===== src/rtl/uart_tx_fsm.sv =====
// uart_tx_fsm: UART transmitter, one CLK cycle per line bit.
// Frame: start (0), data LSB first, optional parity, stop (1).
// Parity support is built only when the macro UART_TX_PARITY_EN is defined;
// otherwise PAR_EN/PAR_TYP are ignored and every frame is width+2 bits.
module uart_tx_fsm #(
  parameter int width = 8
) (
  input  logic             CLK,
  input  logic             Reset,
  input  logic [width-1:0] P_DATA,
  input  logic             Data_valid,
  input  logic             PAR_EN,
  input  logic             PAR_TYP,
  output logic             TX_OUT,
  output logic             Busy
);

  // state     | meaning
  // S_IDLE    | line high, not busy, waiting for Data_valid
  // S_START   | start bit (0) on the line
  // S_DATA    | data bit cnt_q on the line, LSB first
  // S_PARITY  | latched parity bit on the line (parity build only)
  // S_STOP    | stop bit (1) on the line; a new word may be accepted here

  localparam int CNT_W = (width > 1) ? $clog2(width) : 1;
  localparam logic [CNT_W-1:0] LAST_BIT = CNT_W'(width - 1);

  typedef enum logic [2:0] {
    S_IDLE   = 3'd0,
    S_START  = 3'd1,
    S_DATA   = 3'd2,
`ifdef UART_TX_PARITY_EN
    S_PARITY = 3'd3,
`endif
    S_STOP   = 3'd4
  } state_t;

  state_t           state_q, state_d;
  logic [width-1:0] shreg_q, shreg_d;
  logic [CNT_W-1:0] cnt_q, cnt_d;
  logic             tx_q, tx_d;
  logic             busy_q, busy_d;
  logic             accept;

`ifdef UART_TX_PARITY_EN
  logic par_en_q, par_en_d;
  logic par_bit_q, par_bit_d;
`else
  logic unused_par_inputs;
  assign unused_par_inputs = PAR_EN ^ PAR_TYP;
`endif

  // Next-state, next line value and datapath updates; line and Busy are
  // computed one cycle ahead so both come straight out of flops.
  always_comb begin
    state_d = state_q;
    shreg_d = shreg_q;
    cnt_d   = cnt_q;
    tx_d    = tx_q;
    busy_d  = busy_q;
`ifdef UART_TX_PARITY_EN
    par_en_d  = par_en_q;
    par_bit_d = par_bit_q;
`endif
    accept = Data_valid && ((state_q == S_IDLE) || (state_q == S_STOP));

    case (state_q)
      S_IDLE: begin
        tx_d   = 1'b1;
        busy_d = 1'b0;
      end
      S_START: begin
        state_d = S_DATA;
        tx_d    = shreg_q[0];
        shreg_d = shreg_q >> 1;
        cnt_d   = '0;
        busy_d  = 1'b1;
      end
      S_DATA: begin
        busy_d = 1'b1;
        if (cnt_q == LAST_BIT) begin
          cnt_d = '0;
`ifdef UART_TX_PARITY_EN
          if (par_en_q) begin
            state_d = S_PARITY;
            tx_d    = par_bit_q;
          end else begin
            state_d = S_STOP;
            tx_d    = 1'b1;
          end
`else
          state_d = S_STOP;
          tx_d    = 1'b1;
`endif
        end else begin
          cnt_d   = cnt_q + CNT_W'(1);
          tx_d    = shreg_q[0];
          shreg_d = shreg_q >> 1;
        end
      end
`ifdef UART_TX_PARITY_EN
      S_PARITY: begin
        state_d = S_STOP;
        tx_d    = 1'b1;
        busy_d  = 1'b1;
      end
`endif
      S_STOP: begin
        state_d = S_IDLE;
        tx_d    = 1'b1;
        busy_d  = 1'b0;
      end
      default: begin
        state_d = S_IDLE;
        tx_d    = 1'b1;
        busy_d  = 1'b0;
      end
    endcase

    // Acceptance overrides the stop-bit exit, giving back-to-back frames.
    if (accept) begin
      state_d = S_START;
      tx_d    = 1'b0;
      busy_d  = 1'b1;
      shreg_d = P_DATA;
`ifdef UART_TX_PARITY_EN
      par_en_d  = PAR_EN;
      par_bit_d = (^P_DATA) ^ PAR_TYP;
`endif
    end
  end

  // State, datapath and output registers; reset forces the line high at once.
  always_ff @(posedge CLK or negedge Reset) begin
    if (!Reset) begin
      state_q <= S_IDLE;
      shreg_q <= '0;
      cnt_q   <= '0;
      tx_q    <= 1'b1;
      busy_q  <= 1'b0;
`ifdef UART_TX_PARITY_EN
      par_en_q  <= 1'b0;
      par_bit_q <= 1'b0;
`endif
    end else begin
      state_q <= state_d;
      shreg_q <= shreg_d;
      cnt_q   <= cnt_d;
      tx_q    <= tx_d;
      busy_q  <= busy_d;
`ifdef UART_TX_PARITY_EN
      par_en_q  <= par_en_d;
      par_bit_q <= par_bit_d;
`endif
    end
  end

  assign TX_OUT = tx_q;
  assign Busy   = busy_q;

endmodule

===== config.mk =====
export PLATFORM = sky130hd
export DESIGN_NAME = uart_tx_fsm
export DESIGN_NICKNAME = d
export VERILOG_FILES = /design/src/rtl/uart_tx_fsm.sv
export SDC_FILE = /design/constraint.sdc
export NUM_CORES = 1
export LEC_CHECK = 0
export BUFFER_PORTS_ARGS = -buffer_cell sky130_fd_sc_hd__buf_2
export CORE_UTILIZATION = 46
export DETAILED_ROUTE_END_ITERATION = 12
export HOLD_SLACK_MARGIN = 0.06
export PLACE_DENSITY = 0.68
export SETUP_SLACK_MARGIN = 0.1
export SLEW_MARGIN = 5
export SYNTH_ARGS = -nofsm -noshare
export SYNTH_HDL_FRONTEND = slang
export SYNTH_SLANG_ARGS = --single-unit

===== constraint.sdc =====
create_clock -name CLK -period 2.27 [get_ports CLK]
set_input_delay 0.227 -clock CLK [delete_from_list [all_inputs] [get_ports CLK]]
set_output_delay 0.227 -clock CLK [all_outputs]
set_load 0.02 [all_outputs]

Yosys cells after proc, flatten, opt, wreduce, memory -nomap -nowiden
Index checks and enable logic that the tools add are counted.

storage, ports and cells
  register bits = 16
  bits in latches = 0
  RAM bits = 0
  bits in read-only memories = 0
  input bits = 13
  output and inout bits = 2
  word-level logic and storage cells = 34
  memories kept = 0

cells by class
  add/subtract/negate cells = 1
  multipliers = 0
  divide/modulo/power cells = 0
  order comparisons = 0
  equality and inequality tests = 7
  shifts and indexed selects = 0
  mux-type cells = 13
  bitwise gates (word level) = 0
  reduce and logical (&&, ||, !) cells = 8

operators with widths
  operator             number
  $mux 8               2
  $pmux 8 s2           1
  $mux 3               3
  $pmux 3 s3           1
  $eq 3x3->1 const B   2
  $ne 3x3->1 const B   2
  $pmux 3 s2           1
  $mux 1               4
  $reduce_and 2->1     2
  $add 3x1->3 const B  1
  $eq 3x1->1 const B   1
  $eq 3x2->1 const B   1
  $logic_not 3->1      1
  $reduce_bool 3->1    1
  $ne 2x2->1 const B   1
  $pmux 1 s2           1
  $reduce_bool 2->1    1
  $reduce_or 2->1      1
  $logic_and 1x1->1    1
  $logic_or 1x1->1     1

Logic depth before layout (Yosys ltp)
Gate-level depths: netlist of run 1.

  depth after elaboration = 5
  gate-level depth with buffers = 6
  depth with buffers taken out = 5

Worst setup path before layout of run 1
OpenSTA, ideal clock, no wires.

  path kind = reg-to-reg
  start = register cnt_q[0]
  end = register shreg_q[0]
  setup time = 0.067 ns
  arrival time = 1.742 ns
  data required time = 2.203 ns
  slack = 0.461 ns
  cell stages (with the launch flop) = 7
  buffers on the path = 1
  clock period less this slack = 1.809 ns
  cells stage by stage = dfrtp_1 > ha_1 > ha_1 > or4b_1 > buf_6 > o311ai_4 > o221a_1

on the way
  word-level cells in the longest chain between the ends = 3

ends and longest elaborated chain
  element                     line  source
  start: declaration          40    logic [CNT_W-1:0] cnt_q, cnt_d;
  start signal: assignment    148   cnt_q <= cnt_d;
  $eq 3x3->1                  81    if (cnt_q == LAST_BIT) begin
  $ne 3x3->1 (no line)        --
  $reduce_and 2->1 (no line)  --
  end signal: assignment      147   shreg_q <= shreg_d;
  end: declaration            39    logic [width-1:0] shreg_q, shreg_d;

No other way between the ends.
A chain may end at the register's enable or synchronous reset.

Worst setup path in the final report of run 1
  start = register cnt_q[0]
  end = register shreg_q[6]

Same word-level chain as after synthesis.

==> results.sh, run 1 <==
export IMPL_wl_per_cell_um=13.2
export IMPL_area_growth_syn_to_layout_pct=14.7
export IMPL_grt_pass1_wl_mm=2.75
export IMPL_dieWidth_um=45.3
export IMPL_run_status="completed"
export IMPL_r2r_start="cnt_q[0]"
export IMPL_hold_start="P_DATA[7]"
export IMPL_die_height_um=45.3
export IMPL_hold_class="in -> reg"
export IMPL_cts_root_buf="clkbuf_4"
export IMPL_final_util_pct=56.6
export IMPL_cts_sinks=16
export IMPL_drt_initial_drc_count=6
export IMPL_period_share_pct=86.1
export IMPL_grt_pass1_vias=599
export IMPL_fp_row_count=15
export IMPL_routed_via_count=655
export IMPL_worst_setup_path_end_kind="register"
export IMPL_p_leak_nw=0.459
export IMPL_skew_ns=0.00112
export IMPL_criticalPathCategory="reg -> reg"
export IMPL_rsz0062_at_grt="false"
export IMPL_arrival_ns=2.17
export IMPL_clkSlewWorstSetupHoldPaths_ns=0.08
export IMPL_antenna_left=0
export IMPL_cts_tree="built"
export IMPL_reg2reg_to="shreg_q[6]"
export IMPL_cts_setup_buffers=0
export IMPL_critPathMaxFanout=8
export IMPL_setup_viol=0
export IMPL_start_util_pct=49.3
export IMPL_syn_nets=100
export IMPL_worst_hold_path_endpoint="shreg_q[7]"
export IMPL_cellPowerDensity_mw_per_mm2=1280
export IMPL_grt_max_degree=17
export IMPL_clock_path_buffers=2
export IMPL_irDropWorstVdd_uv=668
export IMPL_fmax_mhz=512
export IMPL_maxSlewHeadroom_pct=62.4
export IMPL_drc_errors=0
export IMPL_drt_pass1_iterations=3
export IMPL_reg2reg_slack_ns=0.32
export IMPL_synth_area_sq_um=861
export IMPL_pre_cts_ws_ns=0.206
export IMPL_post_synth_top_area_cell="dfrtp_1"
export IMPL_post_dp_hpwl_mm=1.12
export IMPL_finalCriticalPeriod_ns=1.95
export IMPL_ys_ff_latch=16
export IMPL_tightest_slew_ns=0.563
export IMPL_port_buffers=12
export IMPL_yosys_top_cells_area="dfrtp_1 (44%), o221a_1 (9.2%), a32oi_1 (8.1%)"
export IMPL_core_sq_mm=0.00175
export IMPL_synthFlopType="dfrtp_1"
export IMPL_yosys_warnings=0
export IMPL_fin_tns_setup_ns=0
export IMPL_wirelength_mm=1.63
export IMPL_io_pins=15
export IMPL_avgSynthCellArea_sq_um=10.1
export IMPL_antenna_found_initial=0
export IMPL_yosys_top_cells_count="dfrtp_1 (15), nor2_1 (12), inv_1 (11)"
export IMPL_rr_worst_depth=5
export IMPL_cts_made_buffers=3
export IMPL_yosysTopAreaCellShare_pct=43.6
export IMPL_final_nets=114
export IMPL_htreeDepth=1
export IMPL_drv_cap=0
export IMPL_antennaDiodeCount=0
export IMPL_yosysSeqAreaShare_pct=46.7
export IMPL_hold_viol=0
export IMPL_die_area_sq_mm=0.00205
export IMPL_hold_path_depth=3
export IMPL_ys_types=21
export IMPL_via_per_inst=5.33
export IMPL_start_kind="register"
export IMPL_gr_total_overflow=0
export IMPL_clock_latency_ns=0.28
export IMPL_track_usage_pct=18.9
export IMPL_layout_setup_ws_ns=0.316
export IMPL_async_flop_share_pct=100
export IMPL_synthCells=85
export IMPL_drive_above_1_share_pct=21.4
export IMPL_synth_edff_count=0
export IMPL_fillers=160
export IMPL_synth_most_common_cell="dfrtp_1"
export IMPL_critPathRequiredTime_ns=2.49
export IMPL_slew_violations=0
export IMPL_routabilityCongestion=0.717
[cells by family after synthesis]
group / share of synthesized area (%)
buffers and inverters: 8.29
adders and majority gates: 2.91
and+or+nand+nor: 15.0
DFF: 46.7
AOI/OAI and AO/OA: 27.2
[layout by cell type, fill, tap and decap left out]
cell type,count
ha_1,2
nand2_1,5
dfstp_2,1
nor2_1,12
clkbuf_8,1
o21ai_1,4
a21o_1,1
or3b_1,1
buf_4,2
o311ai_4,1
a22oi_1,2
buf_2,12
dfrtp_1,15
clkbuf_4,3
o21bai_1,1
nor2b_1,3
o221a_1,7
dlygate4sd3_1,1
inv_1,11
a32oi_1,8
and4bb_1,1
or4b_4,1
o2bb2ai_1,1
nor3b_1,2
[power breakdown]
part           switching (W)  internal [W]  leakage (nW)
logic               0.000291      0.000264         0.246
clock network      0.0000817     0.0000976        0.0210
registers           0.000108      0.000417         0.193
[repair_timing]
item                                    CTS  global route
resized for setup                         0             1
hold buffers                              1             0
endpoints found under the hold margin    15             0
endpoints found under the setup margin    0             3
[sequential cells by signal (all words and copies together) (netlist names)]
register and flops:
TX_OUT 1, state_q 3, cnt_q 3, shreg_q 8, Busy 1
[critical path, cell delays in order (launching register included)]
cell      delay [ns]
dfrtp_1         0.42
ha_1            0.21
ha_1            0.25
or4b_4          0.59
o311ai_4        0.15
o221a_1         0.28
[how the worst max path moves through the flow]
stage                     cells past startpoint         end      from
after CTS                                     5  shreg_q[6]  cnt_q[0]
after global routing                          5  shreg_q[6]  cnt_q[0]
after global placement                        5  shreg_q[5]  cnt_q[0]
after detailed placement                      5  shreg_q[6]  cnt_q[0]
final                                         5  shreg_q[6]  cnt_q[0]
after floorplan                               6  shreg_q[0]  cnt_q[0]
[metal layers]
metal  GRT usage (%)  up-vias  part of all wire (%)
li1                -      336                     -
met5               0        -                     0
met2            28.1       12                    45
met4            3.64        0                     0
met1            26.3      307                    51
met3            7.20        0                   3.9
[through the flow]
step | std cells | area, sq um | hold WS [ns] | power [W]
finish | 123 | 987 | 0.161 | 0.00126
global route | 123 | 987 | 0.157 | 0.00137
CTS | 123 | 983 | 0.144 | 0.00126
detailed placement | 118 | 937 | 0.155 | 0.00107
global placement | 118 | 937 | 0.154 | 0.00105
floorplan | 85 | 861 | -0.0686 | 0.000962
[area by class of cell]
type                            count  area, sq um  share of cell area [%]
Sequential cell                    16          402                    40.7
Inverter                           11         41.3                    4.18
Tap cell                           25         31.3                    3.17
Timing Repair Buffer               15         85.1                    8.62
Clock buffer                        4         36.3                    3.68
Multi-Input combinational cell     52          392                    39.7
(Power assumes the default switching activity.)
==> run 2, diff against run 1 <==
--- a/config.mk
+++ b/config.mk
@@ -6,10 +6,9 @@
 export NUM_CORES = 1
 export LEC_CHECK = 0
 export BUFFER_PORTS_ARGS = -buffer_cell sky130_fd_sc_hd__buf_2
-export CORE_UTILIZATION = 46
+export CORE_UTILIZATION = 40
 export DETAILED_ROUTE_END_ITERATION = 12
 export HOLD_SLACK_MARGIN = 0.06
-export PLACE_DENSITY = 0.68
 export SETUP_SLACK_MARGIN = 0.1
 export SLEW_MARGIN = 5
 export SYNTH_ARGS = -nofsm -noshare
==> run 2 against run 1 <==
  * Worst hold slack got worse by 0.028 ns
  * First-iteration DRC count grew to 3.3 times the previous value
  * Via count up 5.3%
  * Critical path type unchanged
  * Highest routed layer is now met4
==> results.sh, run 2 (synthesized netlist as in run 1, its figures left out) <==
export IMPL_run_status="completed"
export IMPL_drt_initial_drc_count=20
export IMPL_arrival_ns=2.30
export IMPL_hold_start="P_DATA[7]"
export IMPL_die_area_sq_mm=0.00234
export IMPL_irDropWorstVdd_uv=535
export IMPL_top_register="shreg_q"
export IMPL_critPathRequiredTime_ns=2.50
export IMPL_reg2reg_to="shreg_q[2]"
export IMPL_skew_ns=0.00582
export IMPL_largest_reg_flops=8
export IMPL_final_common_cell="dfrtp_1"
export IMPL_cts_root_buf="clkbuf_4"
export IMPL_clock_latency_ns=0.29
export IMPL_fin_tns_setup_ns=0
export IMPL_cellPowerDensity_mw_per_mm2=1290
export IMPL_rr_worst_depth=5
export IMPL_drc_errors=0
export IMPL_gr_total_overflow=0
export IMPL_grt_max_degree=17
export IMPL_power_w=0.00129
export IMPL_track_usage_pct=18.3
export IMPL_final_util_pct=50.0
export IMPL_drive_above_1_share_pct=22.0
export IMPL_p_leak_nw=0.468
export IMPL_core_sq_mm=0.00200
export IMPL_wirelength_mm=1.80
export IMPL_antenna_found_initial=0
export IMPL_port_buffers=12
export IMPL_start_kind="register"
export IMPL_worst_hold_path_endpoint="shreg_q[7]"
export IMPL_slew_violations=0
export IMPL_clock_path_buffers=2
export IMPL_setup_viol=0
export IMPL_startpoint="cnt_q[0]"
export IMPL_reg_top3="shreg_q (8), cnt_q (3), state_q (3)"
export IMPL_start_util_pct=43.0
export IMPL_r2r_start="cnt_q[0]"
export IMPL_grt_pass1_vias=688
export IMPL_fp_row_count=16
export IMPL_maxSlewHeadroom_pct=60.3
export IMPL_htreeDepth=1
export IMPL_drt_pass1_iterations=4
export IMPL_criticalPathCategory="reg -> reg"
export IMPL_die_height_um=48.4
export IMPL_cts_tree="built"
export IMPL_clkSlewWorstSetupHoldPaths_ns=0.10
export IMPL_period_share_pct=91.4
export IMPL_antennaDiodeCount=0
export IMPL_antenna_left=0
export IMPL_finalCriticalPeriod_ns=2.08
export IMPL_post_dp_hpwl_mm=1.21
export IMPL_rsz0062_at_grt="false"
export IMPL_routabilityCongestion=0.751
export IMPL_final_nets=116
export IMPL_reg2reg_slack_ns=0.19
export IMPL_dieWidth_um=48.4
export IMPL_fmax_mhz=482
export IMPL_mostFrequentLayoutCells="dfrtp_1 (15), nor2_1 (12), buf_2 (12), inv_1 (11), a32oi_1 (8)"
export IMPL_routed_via_count=690
export IMPL_drv_cap=0
export IMPL_via_per_inst=5.43
export IMPL_critPathMaxFanout=8
export IMPL_area_growth_syn_to_layout_pct=16.3
export IMPL_hold_class="in -> reg"
export IMPL_tightest_slew_ns=0.594
export IMPL_hold_viol=0
export IMPL_grt_pass1_wl_mm=3.23
export IMPL_wl_per_cell_um=14.2
export IMPL_worst_setup_path_end_kind="register"
export IMPL_cts_sinks=16
export IMPL_cts_made_buffers=3
export IMPL_hold_path_depth=3
export IMPL_io_pins=15
-- run 2: cell count changes in the layout (fill, tap and decap cells not counted) --
cell	delta
buf_4	+2
or4b_4	-1
or4b_1	+1
-- run 2: where the power goes --
group	internal [W]	switching [W]
Sequential	0.000417	0.0000879
Combinational	0.000267	0.000321
Clock	0.0000978	0.0000958
-- run 2: worst max-delay path by stage --
stage	end	slack (ns)	cells after the start
6_report	shreg_q[2]	0.19	5
5_1_grt	shreg_q[4]	0.11	5
4_1_cts	shreg_q[2]	0.21	5
3_5_place_dp	shreg_q[2]	0.26	5
3_3_place_gp	shreg_q[4]	0.26	5
2_1_floorplan	shreg_q[0]	0.46	6
-- run 2: worst max-delay path: stages (launching register included) --
cell      delay (ns)
dfrtp_1         0.43
ha_1            0.22
ha_1            0.18
or4b_1          0.68
o311ai_4        0.21
o221a_1         0.29
-- run 2: area by class of cell --
class                      count  area (sq um)
sequential                    16           402
inverter                      11          41.3
fill                         184          1000
multi-input combinational     52           388
timing repair buffer          17           100
clock buffer                   4          36.3
tap                           27          33.8
-- run 2: routing by layer --
metal	GRT usage, %	wire (um)	vias up	part of all wire, %
li1	-	-	341	-
met1	24.1	843	332	47
met2	28.6	861	15	48
met3	5.66	81	2	4.5
met4	5.88	12	0	0.67
met5	0	0	-	0
-- run 2: stage by stage --
stage	hold WS (ns)	setup slack (ns)	area [sq um]	cells
floorplan	-0.0686	0.461	861	85
global placement	0.158	0.264	955	122
detailed placement	0.169	0.262	955	122
CTS	0.125	0.210	1000	127
global route	0.138	0.106	1000	127
finish	0.133	0.194	1000	127
-- run 2: repair_timing --
action	in CTS	in global routing
gates resized for setup	0	0
hold buffers	1	0
buffers inserted	0	0
hold endpoints to repair	15	0
